### src/rtl/riscv_pkg.sv
// Shared types for the fetch-stage controller: PC mux select encoding and FSM states.
package riscv_pkg;

  typedef enum logic [1:0] {
    PC_PLUS4    = 2'b00,
    PC_REDIRECT = 2'b01
  } pc_src_t;

  typedef enum logic [1:0] {
    BOOT  = 2'b00,
    FETCH = 2'b01,
    DRAIN = 2'b10
  } fetch_state_t;

  localparam int unsigned PERF_CNT_WIDTH = 32;

endpackage

### src/rtl/fetch_perf_counter.sv
// 32-bit wrapping event counter with enable and synchronous clear.
module fetch_perf_counter
  import riscv_pkg::*;
(
  input  logic                      clk,
  input  logic                      rst,
  input  logic                      en,
  output logic [PERF_CNT_WIDTH-1:0] count
);

  always_ff @(posedge clk) begin
    if (rst) begin
      count <= '0;
    end else if (en) begin
      count <= count + 1'b1;
    end
  end

endmodule

### src/rtl/fetch_controller.sv
// Fetch-stage sequencer: PC stall/select, single registered redirect, IF/ID and ID/EX flushes.
// Optional performance counters are built when FETCH_PERF_CNT_EN is defined.
module fetch_controller
  import riscv_pkg::*;
#(
  parameter int WIDTH = 32
) (
  input  logic             clk,
  input  logic             rst,
  input  logic             imem_ack,
  input  logic             hazard_stall,
  input  logic             branch_e,
  input  logic             zero_e,
  input  logic             jump_e,
  input  logic             jalr_e,
  input  logic [WIDTH-1:0] pc_target_e,
  input  logic [WIDTH-1:0] alu_result_e,
  output logic             imem_req,
  output logic             pc_stall,
  output logic [1:0]       pc_src,
  output logic [WIDTH-1:0] pc_redirect,
  output logic             flush_d,
  output logic             flush_e
`ifdef FETCH_PERF_CNT_EN
  ,
  output logic [31:0]      stall_cycles,
  output logic [31:0]      redirect_cnt
`endif
);

  fetch_state_t     state;
  logic [WIDTH-1:0] pend_tgt;
  logic             take_e;
  logic [WIDTH-1:0] tgt;
  pc_src_t          src;

  assign take_e = jump_e | jalr_e | (branch_e & zero_e);
  // JALR targets are forced halfword-aligned; no misalignment trap is raised.
  assign tgt    = jalr_e ? (alu_result_e & ~WIDTH'(1)) : pc_target_e;
  assign pc_src = src;

  always_ff @(posedge clk) begin
    if (rst) begin
      state    <= BOOT;
      pend_tgt <= '0;
    end else begin
      case (state)
        BOOT:  state <= FETCH;
        FETCH: begin
          if (take_e && !imem_ack) begin
            pend_tgt <= tgt;
            state    <= DRAIN;
          end
        end
        DRAIN: begin
          if (imem_ack) begin
            state <= FETCH;
          end
        end
        default: state <= BOOT;
      endcase
    end
  end

  always_comb begin
    imem_req    = 1'b0;
    pc_stall    = 1'b1;
    src         = PC_PLUS4;
    pc_redirect = '0;
    flush_d     = 1'b0;
    flush_e     = 1'b0;
    case (state)
      BOOT: begin
        flush_d = 1'b1;
        flush_e = 1'b1;
      end
      FETCH: begin
        imem_req = 1'b1;
        if (take_e && imem_ack) begin
          pc_stall    = 1'b0;
          src         = PC_REDIRECT;
          pc_redirect = tgt;
          flush_d     = 1'b1;
          flush_e     = 1'b1;
        end else if (take_e) begin
          flush_d = 1'b1;
          flush_e = 1'b1;
        end else if (hazard_stall) begin
          flush_e = 1'b1;
        end else if (!imem_ack) begin
          flush_d = 1'b1;
        end else begin
          pc_stall = 1'b0;
        end
      end
      DRAIN: begin
        // EX only holds bubbles here, so branch/jump inputs are deliberately ignored.
        imem_req = 1'b1;
        flush_d  = 1'b1;
        if (imem_ack) begin
          pc_stall    = 1'b0;
          src         = PC_REDIRECT;
          pc_redirect = pend_tgt;
        end
      end
      default: begin
        flush_d = 1'b1;
        flush_e = 1'b1;
      end
    endcase
  end

`ifdef FETCH_PERF_CNT_EN
  logic stall_en;
  logic redirect_en;

  assign stall_en    = pc_stall && (state != BOOT);
  assign redirect_en = (src == PC_REDIRECT);

  fetch_perf_counter u_stall_cnt (
    .clk   (clk),
    .rst   (rst),
    .en    (stall_en),
    .count (stall_cycles)
  );

  fetch_perf_counter u_redirect_cnt (
    .clk   (clk),
    .rst   (rst),
    .en    (redirect_en),
    .count (redirect_cnt)
  );
`else
  // Counters absent: no extra ports or state.
`endif

endmodule

### config.mk
export PLATFORM = sky130hd
export DESIGN_NAME = fetch_controller
export DESIGN_NICKNAME = d
export VERILOG_FILES = /design/src/rtl/riscv_pkg.sv /design/src/rtl/fetch_perf_counter.sv /design/src/rtl/fetch_controller.sv
export SDC_FILE = /design/constraint.sdc
export NUM_CORES = 1
export LEC_CHECK = 0
export CORE_UTILIZATION = 25
export CTS_CLUSTER_DIAMETER = 150
export DETAILED_ROUTE_END_ITERATION = 10
export PLACE_DENSITY_LB_ADDON = 0.05
export RECOVER_POWER = 50
export SLEW_MARGIN = 20
export SYNTH_ARGS = -nofsm -noshare
export SYNTH_HDL_FRONTEND = slang
export SYNTH_SLANG_ARGS = --single-unit
### constraint.sdc
create_clock -name clk -period 2.32 [get_ports clk]
set_input_delay 0.232 -clock clk [delete_from_list [all_inputs] [get_ports clk]]
set_output_delay 0.232 -clock clk [all_outputs]
set_load 0.02 [all_outputs]
==> metrics.cfg, run 1 <==
[run_status]
status=finished, final reports clean

[timing]
max_slew_margin=0.560
fin_skew_ns=0.00228
period_needed_ns=2.18
tightest_slew_ns=0.661
tns_ns=0
period_share=0.940
finalMaxSlewViolations=0
rsz0062_at_grt=yes
hold_viol_final=0
max_freq_mhz=459
setup_violations=0

[layout]
finalInstanceArea_mm2=0.00352
area_delta_synth_final_pct=45.5
fill_cells=990
antennaDiodeCount=0
layout-drive-gt1-share=0.228
final_nets=447

[detailed_routing]
dr_wl_met3_um=554
top_layer=met4
firstDrtPassIters=4
dr_total_vias=2482
wl_met1_um=3770
wl_met2_um=3820
routed_wl_um=8190
drt_iter0_drc=54
via_per_inst=4.95
wl_per_cell_um=16.4
ant_nets=0
remaining_drc_errors=0

[place]
place_area_mm2=0.00370
hpwl_um=5670
place_congestion=0.693
io_buffers=107

[cts]
cts_tree=built
cts_root_buffer=clkbuf_8
clk_latency_ns=0.28
cts-htree-levels=2
path_clk_slew_ns=0.07
cts_sinks=34
post_cts_buffers=0
cts_max_path_buffers=2
numCtsBuffers=5
cts_hold_buf=0

[pwr]
ir_drop_v=0.000487
power.density_mw_per_mm2=759
p_leak_nw=1.35

[worst_setup_path]
r2r_cells=7
path_max_fanout=11
cp.arrival_ns=1.95
rr_endpoint=pend_tgt[25]$_SDFFE_PP0P_
worstPathCellList=buf_4 -> ha_1 -> buf_12 -> mux2i_1 -> clkdlybuf4s50_1
rr_startpoint=state[0]$_SDFFE_PP0P_
timing_worst_setup_path_type=flop to primary output
r2r_slack_ns=0.19
cp-end-kind=primary output
cp.required_ns=2.09
cp-start-kind=flop
max_stage_delay_ns=0.63
critPathSlowestCell=clkdlybuf4s50_1

[grt]
grt_pass1_vias=2471
overflow=0
grt_max_degree=29
grtUsageTotal=0.162
antenna_found_initial=0
grt_first_pass_wirelength_um=12700

[synth]
ys_ff_latch=34
syn_area_mm2=0.00242
ys_seq_area_frac=0.281
synth.avg_cell_area_um2=9.14
netlist_instances=265
synth-main-ff-cell=dfxtp_1
synth-async-reset-ratio=0
synth_edf_count=0
yosys.area.top_type_share=0.281
yosysUniqueCellTypes=32
syn_nets=341
yosys_warnings=0
yosysMostFrequentCell=a21oi_1
synth_area_leaders=dfxtp_1 (28%), a211oi_2 (16%), mux2i_1 (13%)
netlist.top_cell.by_area=dfxtp_1
synthTopCellsByCount=a21oi_1 (35), dfxtp_1 (34), mux2i_1 (32), nand3_1 (32), o31ai_1 (31)

[floorplan]
ioPinCount=110
die_area_mm2=0.0101
die_h_um=100
coreArea_mm2=0.00933
initial_core_util=0.260
num_rows=35
die_w_um=100

[min_path]
holdPathEnd=pend_tgt[0]$_SDFFE_PP0P_
hold_class=input pin to flop
min_from=rst
hold_depth=2

[run]
max_cap_violations=0

## what timing repair did
| item | in CTS | in global routing |
|---|---|---|
| resized for setup | 36 | 92 |
| pin swaps | 0 | 0 |
| endpoints found under the setup margin | 34 | 31 |
## critical path: cells and delay by family (launching register included)
kind,cells,cell delay [ns]
buffers and inverters,3,0.90
flip-flops,1,0.33
adder cells (fa/ha/maj),1,0.26
multiplexers,1,0.18
## cell usage in the layout (no fill, tap or decap), types with 2 or more instances in the layout
cell type,instances
clkdlybuf4s50_1,71
a21oi_1,35
dfxtp_1,34
clkbuf_2,33
mux2i_1,32
nand3_1,32
o31ai_1,31
buf_4,20
a211oi_1,17
a211oi_2,14
clkbuf_8,6
nor2_1,5
ha_1,4
buf_2,4
buf_12,4
o21ai_0,3
dlygate4sd2_1,3
inv_1,2
nand2_1,2
nand4b_1,2
nor2b_1,2
nor3_1,2
## routing by layer
layer / vias to the layer above / GRT usage
met1: 1178 / 0.202
met3: 4 / 0.0425
met5: - / 0
li1: 1216 / -
met2: 84 / 0.280
met4: 0 / 0.0334
## final cells by class
type                            count  area, um^2  area share
Clock buffer                        7        86.3      0.0245
Clock inverter                      1        5.00     0.00142
Inverter                            2        7.51     0.00213
Multi-Input combinational cell    193        1430       0.406
Sequential cell                    34         681       0.193
Tap cell                          129         161      0.0458
Timing Repair Buffer              135        1150       0.327
## kinds of logic after synthesis
logic type	after synthesis	share of synthesized area
fa+ha+maj	4	0.0207
other cells	1	0.00155
flops	34	0.281
mux	32	0.132
compound gates	107	0.361
buf+inv	38	0.0977
simple gates	49	0.106
## how the worst max path moves through the flow
stage / cells after the start / startpoint / slack [ns] / to
after floorplan: 5 / state[0]$_SDFFE_PP0P_ / 0.30 / pc_redirect[10]
after CTS: 6 / state[0]$_SDFFE_PP0P_ / 0.01 / pc_redirect[12]
after global routing: 6 / state[0]$_SDFFE_PP0P_ / -0.01 / pc_redirect[28]
after detailed placement: 6 / branch_e / -0.07 / pc_redirect[28]
final: 5 / state[0]$_SDFFE_PP0P_ / 0.14 / flush_e
after global placement: 6 / branch_e / -0.07 / pc_redirect[31]
## sequential cells by signal, indices dropped and copies added (netlist names)
name,flops
pend_tgt,32
state,2
## stage by stage
step           instances  hold slack [ns]  setup WS (ns)  power [mW]  utilization
2_1_floorplan        265            0.397          0.302        1.71            -
3_3_place_gp         492            0.471        -0.0704        2.35        0.394
3_5_place_dp         493            0.479        -0.0663        2.38        0.397
4_1_cts              501            0.396         0.0102        2.80        0.402
5_1_grt              501            0.413        -0.0139        2.85        0.378
6_report             501            0.394          0.140        2.67        0.378
## where the power goes
| group | total, mW | switching, mW | internal (mW) | leakage [nW] |
|---|---|---|---|---|
| clock network | 0.462 | 0.222 | 0.240 | 0.0482 |
| logic | 1.45 | 0.828 | 0.618 | 1.02 |
| registers | 0.767 | 0.0590 | 0.708 | 0.279 |
(Power assumes the default switching activity.)
==> run 2, diff against run 1 <==
CORE_MARGIN = 2   (was not set)
==> metrics.cfg, run 2 (same netlist as run 1, synthesis figures left out) <==
[pwr]
pwr-share-seq=0.294
ir_drop_v=0.000301
p_sw_mw=1.10
combPwrFrac=0.542
power.density_mw_per_mm2=738
swShare=0.422
p_leak_nw=1.34
intPower_mw=1.50
power_frac_clock=0.164

[timing]
holdWs_ns=0.402
period_share=0.957
hold_viol_final=0
finalMaxSlewViolations=0
period_needed_ns=2.22
max_freq_mhz=450
setup_violations=0
tightest_slew_ns=0.549
max_slew_margin=0.633
fin_skew_ns=0.00679

[layout]
layout-drive-gt1-share=0.232
largest_reg_flops=32
finalInstanceArea_mm2=0.00353
area_delta_synth_final_pct=45.6
antennaDiodeCount=0
final_nets=446
reg_top3=pend_tgt (32), state (2)
layout_common_cells=clkdlybuf4s50_1 (72), a21oi_1 (35), dfxtp_1 (34), mux2i_1 (32), nand3_1 (32)
regMostFlops=pend_tgt
layout_commonest_cell=clkdlybuf4s50_1

[worst_setup_path]
cp_common_cell=buf_4
rr_startpoint=state[0]$_SDFFE_PP0P_
path_max_fanout=11
critPathSlowestCell=clkdlybuf4s50_1
worstSetupStartpoint=state[0]$_SDFFE_PP0P_
r2r_slack_ns=0.16
cp-start-kind=flop
timing_worst_setup_path_type=flop to primary output
cp-end-kind=primary output
cp.arrival_ns=1.99
rr_endpoint=pend_tgt[19]$_SDFFE_PP0P_
worstPathCellList=buf_4 -> ha_1 -> buf_4 -> nor2_1 -> o21ai_0 -> clkdlybuf4s50_1
max_stage_delay_ns=0.63
r2r_cells=7
cp.required_ns=2.09
crit_path_end=pc_stall

[detailed_routing]
remaining_drc_errors=0
ant_nets=0
wl_per_cell_um=16.2
firstDrtPassIters=4
drt_iter0_drc=73
via_per_inst=4.96
routed_wl_um=8070
dr_total_vias=2477

[cts]
cts_sinks=34
cts_hold_buf=0
path_clk_slew_ns=0.07
cts_root_buffer=clkbuf_8
numCtsBuffers=5
post_cts_buffers=0
clk_latency_ns=0.28
cts_tree=built
cts-htree-levels=2
cts_max_path_buffers=2

[min_path]
hold_class=input pin to flop
min_from=rst

[grt]
grtUsageTotal=0.155
antenna_found_initial=0
grt_first_pass_wirelength_um=12700
grt_pass1_vias=2459
grt_max_degree=24
overflow=0

[place]
place_congestion=0.709
hpwl_um=5660
place_area_mm2=0.00369
io_buffers=107

[floorplan]
die_h_um=102
die_w_um=102
coreArea_mm2=0.00933
num_rows=35
ioPinCount=110
die_area_mm2=0.0105
initial_core_util=0.260

[run]
max_cap_violations=0

[run_status]
status=finished, final reports clean

[run 2: cell count changes in the layout (fill, tap and decap cells not counted), sizes merged]
cell | before | now
clkdlybuf4s15 | 0 | 1
clkbuf | 40 | 36
clkinv | 1 | 2
clkdlybuf4s50 | 71 | 72
dlygate4sd2 | 3 | 2
[run 2: what timing repair did]
item | CTS | global route
endpoints found under the setup margin | 33 | 32
resized for setup | 33 | 92
cloned | 0 | 0
pin swaps | 0 | 0
[run 2: final cells by class]
type	instances	area, um^2
Fill cell	998	5800
Multi-Input combinational cell	193	1440
Timing Repair Buffer	134	1160
Sequential cell	34	681
Tap cell	129	161
Clock buffer	5	68.8
Clock inverter	2	10.0
Inverter	2	7.51
[run 2: worst max-delay path: cells and delay by family (launching register included)]
family | cells | cell delay [ns]
adders and majority gates | 1 | 0.21
buffers and inverters | 3 | 0.94
and+or+nand+nor | 1 | 0.06
AOI/OAI and AO/OA | 1 | 0.16
DFF | 1 | 0.33
[run 2: layer usage]
metal  vias to the layer above  part of all wire  GRT usage  wire, um
li1                       1220                 -          -         -
met1                      1180              0.48      0.204      3900
met2                        73              0.46      0.259      3690
met3                         4             0.054     0.0376       437
met4                         0            0.0055     0.0308        44
met5                         -                 0          0         0
[run 2: per-stage QoR]
stage | setup WS, ns | std cells | util | TNS, ns | total power, mW
finish | 0.0988 | 499 | 0.378 | 0 | 2.60
global placement | -0.0398 | 491 | 0.393 | -0.383 | 2.30
global route | -0.00881 | 499 | 0.378 | -0.00881 | 2.78
floorplan | 0.302 | 265 | - | 0 | 1.71
detailed placement | -0.0460 | 492 | 0.396 | -0.715 | 2.33
CTS | 0.0259 | 499 | 0.400 | 0 | 2.72
[run 2: power groups by stage]
stage,combinational (mW),clock [mW],sequential [mW]
final,1.41,0.426,0.766
after global routing,1.55,0.458,0.780
after CTS,1.52,0.440,0.765
after detailed placement,1.55,0,0.778
after global placement,1.53,0,0.775
after floorplan,0.939,0,0.769
[run 2: how the worst min path moves through the flow]
stage	cells after the start	to
after floorplan	2	pend_tgt[0]$_SDFFE_PP0P_
after global placement	2	pend_tgt[0]$_SDFFE_PP0P_
after global routing	2	pend_tgt[24]$_SDFFE_PP0P_
after CTS	2	pend_tgt[29]$_SDFFE_PP0P_
after detailed placement	2	pend_tgt[0]$_SDFFE_PP0P_
final	2	pend_tgt[29]$_SDFFE_PP0P_
==> run 3, diff against run 2 <==
CELL_PAD_IN_SITES_DETAIL_PLACEMENT = 1   (was not set)
CELL_PAD_IN_SITES_GLOBAL_PLACEMENT = 2   (was not set)
CORE_MARGIN = 3   (was 2)
==> metrics.cfg, run 3 (same netlist as run 1, synthesis figures left out) <==
[run_status]
status=finished, final reports clean

[detailed_routing]
routed_wl_um=8790
via_per_inst=5.05
dr_total_vias=2505
ant_nets=0
firstDrtPassIters=4
wl_per_cell_um=17.7
drt_iter0_drc=87
remaining_drc_errors=0

[worst_setup_path]
critPathSlowestCell=clkdlybuf4s50_1
crit_buf_inv=4
rr_endpoint=pend_tgt[9]$_SDFFE_PP0P_
max_stage_delay_ns=0.55
cp.depth=6
crit_path_end=flush_d
cp_top_family=buffers and inverters
timing_worst_setup_path_type=input pin to primary output
cp.arrival_ns=1.95
r2r_slack_ns=0.37
rr_startpoint=state[0]$_SDFFE_PP0P_
worstSetupStartpoint=branch_e
cp-end-kind=primary output
worstPathCellList=clkdlybuf4s50_1 -> buf_4 -> a211oi_4 -> buf_4 -> o211ai_1 -> clkdlybuf4s50_1
r2r_cells=6
path_max_fanout=5
cp-start-kind=input pin
cp.required_ns=2.09

[cts]
clk_latency_ns=0.29
cts_max_path_buffers=2
cts_root_buffer=clkbuf_8
cts-htree-levels=2
numCtsBuffers=5
cts_sinks=34
path_clk_slew_ns=0.07
cts_tree=built
cts_hold_buf=0

[grt]
grt_pass1_vias=2666
antenna_found_initial=0
overflow=0
grt_max_degree=34
grtUsageTotal=0.160
grt_first_pass_wirelength_um=14400

[layout]
finalInstanceArea_mm2=0.00361
largest_reg_flops=32
layout_commonest_cell=clkdlybuf4s50_1
antennaDiodeCount=0
regMostFlops=pend_tgt
layout-drive-gt1-share=0.243
layout_common_cells=clkdlybuf4s50_1 (70), a21oi_1 (35), dfxtp_1 (34), mux2i_1 (32), nand3_1 (32)
area_delta_synth_final_pct=48.9
reg_top3=pend_tgt (32), state (2)
final_nets=442

[floorplan]
num_rows=35
die_h_um=104
die_area_mm2=0.0109
die_w_um=104
ioPinCount=110
initial_core_util=0.260
coreArea_mm2=0.00933

[pwr]
p_leak_nw=1.36
p_total_mw=2.88
combPwrFrac=0.498
intPower_mw=1.74
swShare=0.395
ir_drop_v=0.000736
power.density_mw_per_mm2=798
power_frac_clock=0.233
pwr-share-seq=0.269
p_sw_mw=1.14

[timing]
max_slew_margin=0.600
setup_violations=0
period_needed_ns=2.18
hold_viol_final=0
tightest_slew_ns=0.599
rsz0062_at_grt=no
fin_skew_ns=0.00752
finalMaxSlewViolations=0
period_share=0.939
max_freq_mhz=459

[place]
io_buffers=107
place_congestion=0.709
hpwl_um=6110
place_area_mm2=0.00368

[min_path]
hold_class=input pin to flop

[run]
max_cap_violations=0

-- run 3: cell type report --
| cell class | count | area (um^2) |
|---|---|---|
| flip-flops and latches | 34 | 681 |
| fillers | 1108 | 5720 |
| multi-input cells | 193 | 1470 |
| clock buffers | 5 | 68.8 |
| clock inverters | 3 | 68.8 |
| repair buffers | 130 | 1150 |
| inverters | 2 | 7.51 |
| well taps | 129 | 161 |
-- run 3: metrics by stage --
stage | TNS, ns | worst slack, ns | cells | util | hold WS [ns]
after floorplan | 0 | 0.302 | 265 | - | 0.397
after global placement | -0.252 | -0.0334 | 488 | 0.395 | 0.475
after detailed placement | -0.389 | -0.0611 | 488 | 0.395 | 0.505
after CTS | 0 | 0.000443 | 496 | 0.405 | 0.438
after global routing | 0 | 0.0104 | 496 | 0.387 | 0.451
final | 0 | 0.141 | 496 | 0.387 | 0.427
-- run 3: per-layer routing --
metal | part of all wire | GRT usage | vias up
li1 | - | - | 1217
met1 | 0.44 | 0.201 | 1230
met2 | 0.50 | 0.286 | 54
met3 | 0.048 | 0.0335 | 4
met4 | 0.0050 | 0.0228 | 0
met5 | 0 | 0 | -
-- run 3: power groups by stage --
stage	combinational [mW]	sequential, mW	clock, mW
floorplan	0.939	0.769	0
global placement	1.55	0.777	0
detailed placement	1.56	0.784	0
CTS	1.52	0.772	0.689
global route	1.57	0.791	0.721
finish	1.43	0.773	0.670
-- run 3: worst min path at each step --
stage / depth (start not counted) / from / endpoint
global placement: 2 / pend_tgt[0]$_SDFFE_PP0P_ / pend_tgt[0]$_SDFFE_PP0P_
floorplan: 2 / pc_target_e[0] / pend_tgt[0]$_SDFFE_PP0P_
detailed placement: 2 / pend_tgt[0]$_SDFFE_PP0P_ / pend_tgt[0]$_SDFFE_PP0P_
global route: 3 / jalr_e / pend_tgt[14]$_SDFFE_PP0P_
CTS: 3 / jalr_e / pend_tgt[14]$_SDFFE_PP0P_
finish: 2 / rst / state[1]$_SDFFE_PP0P_
-- run 3: worst reg2reg max path, cell delays in order (launching register included) --
cell	delay, ns
dfxtp_1	0.37
ha_1	0.26
buf_4	0.21
nor2b_1	0.18
clkbuf_2	0.47
a21oi_1	0.17
a211oi_2	0.20
-- run 3: what timing repair did --
item,in CTS,in global routing
gates resized for setup,35,95
setup buffers,0,0
setup endpoints to repair,34,32
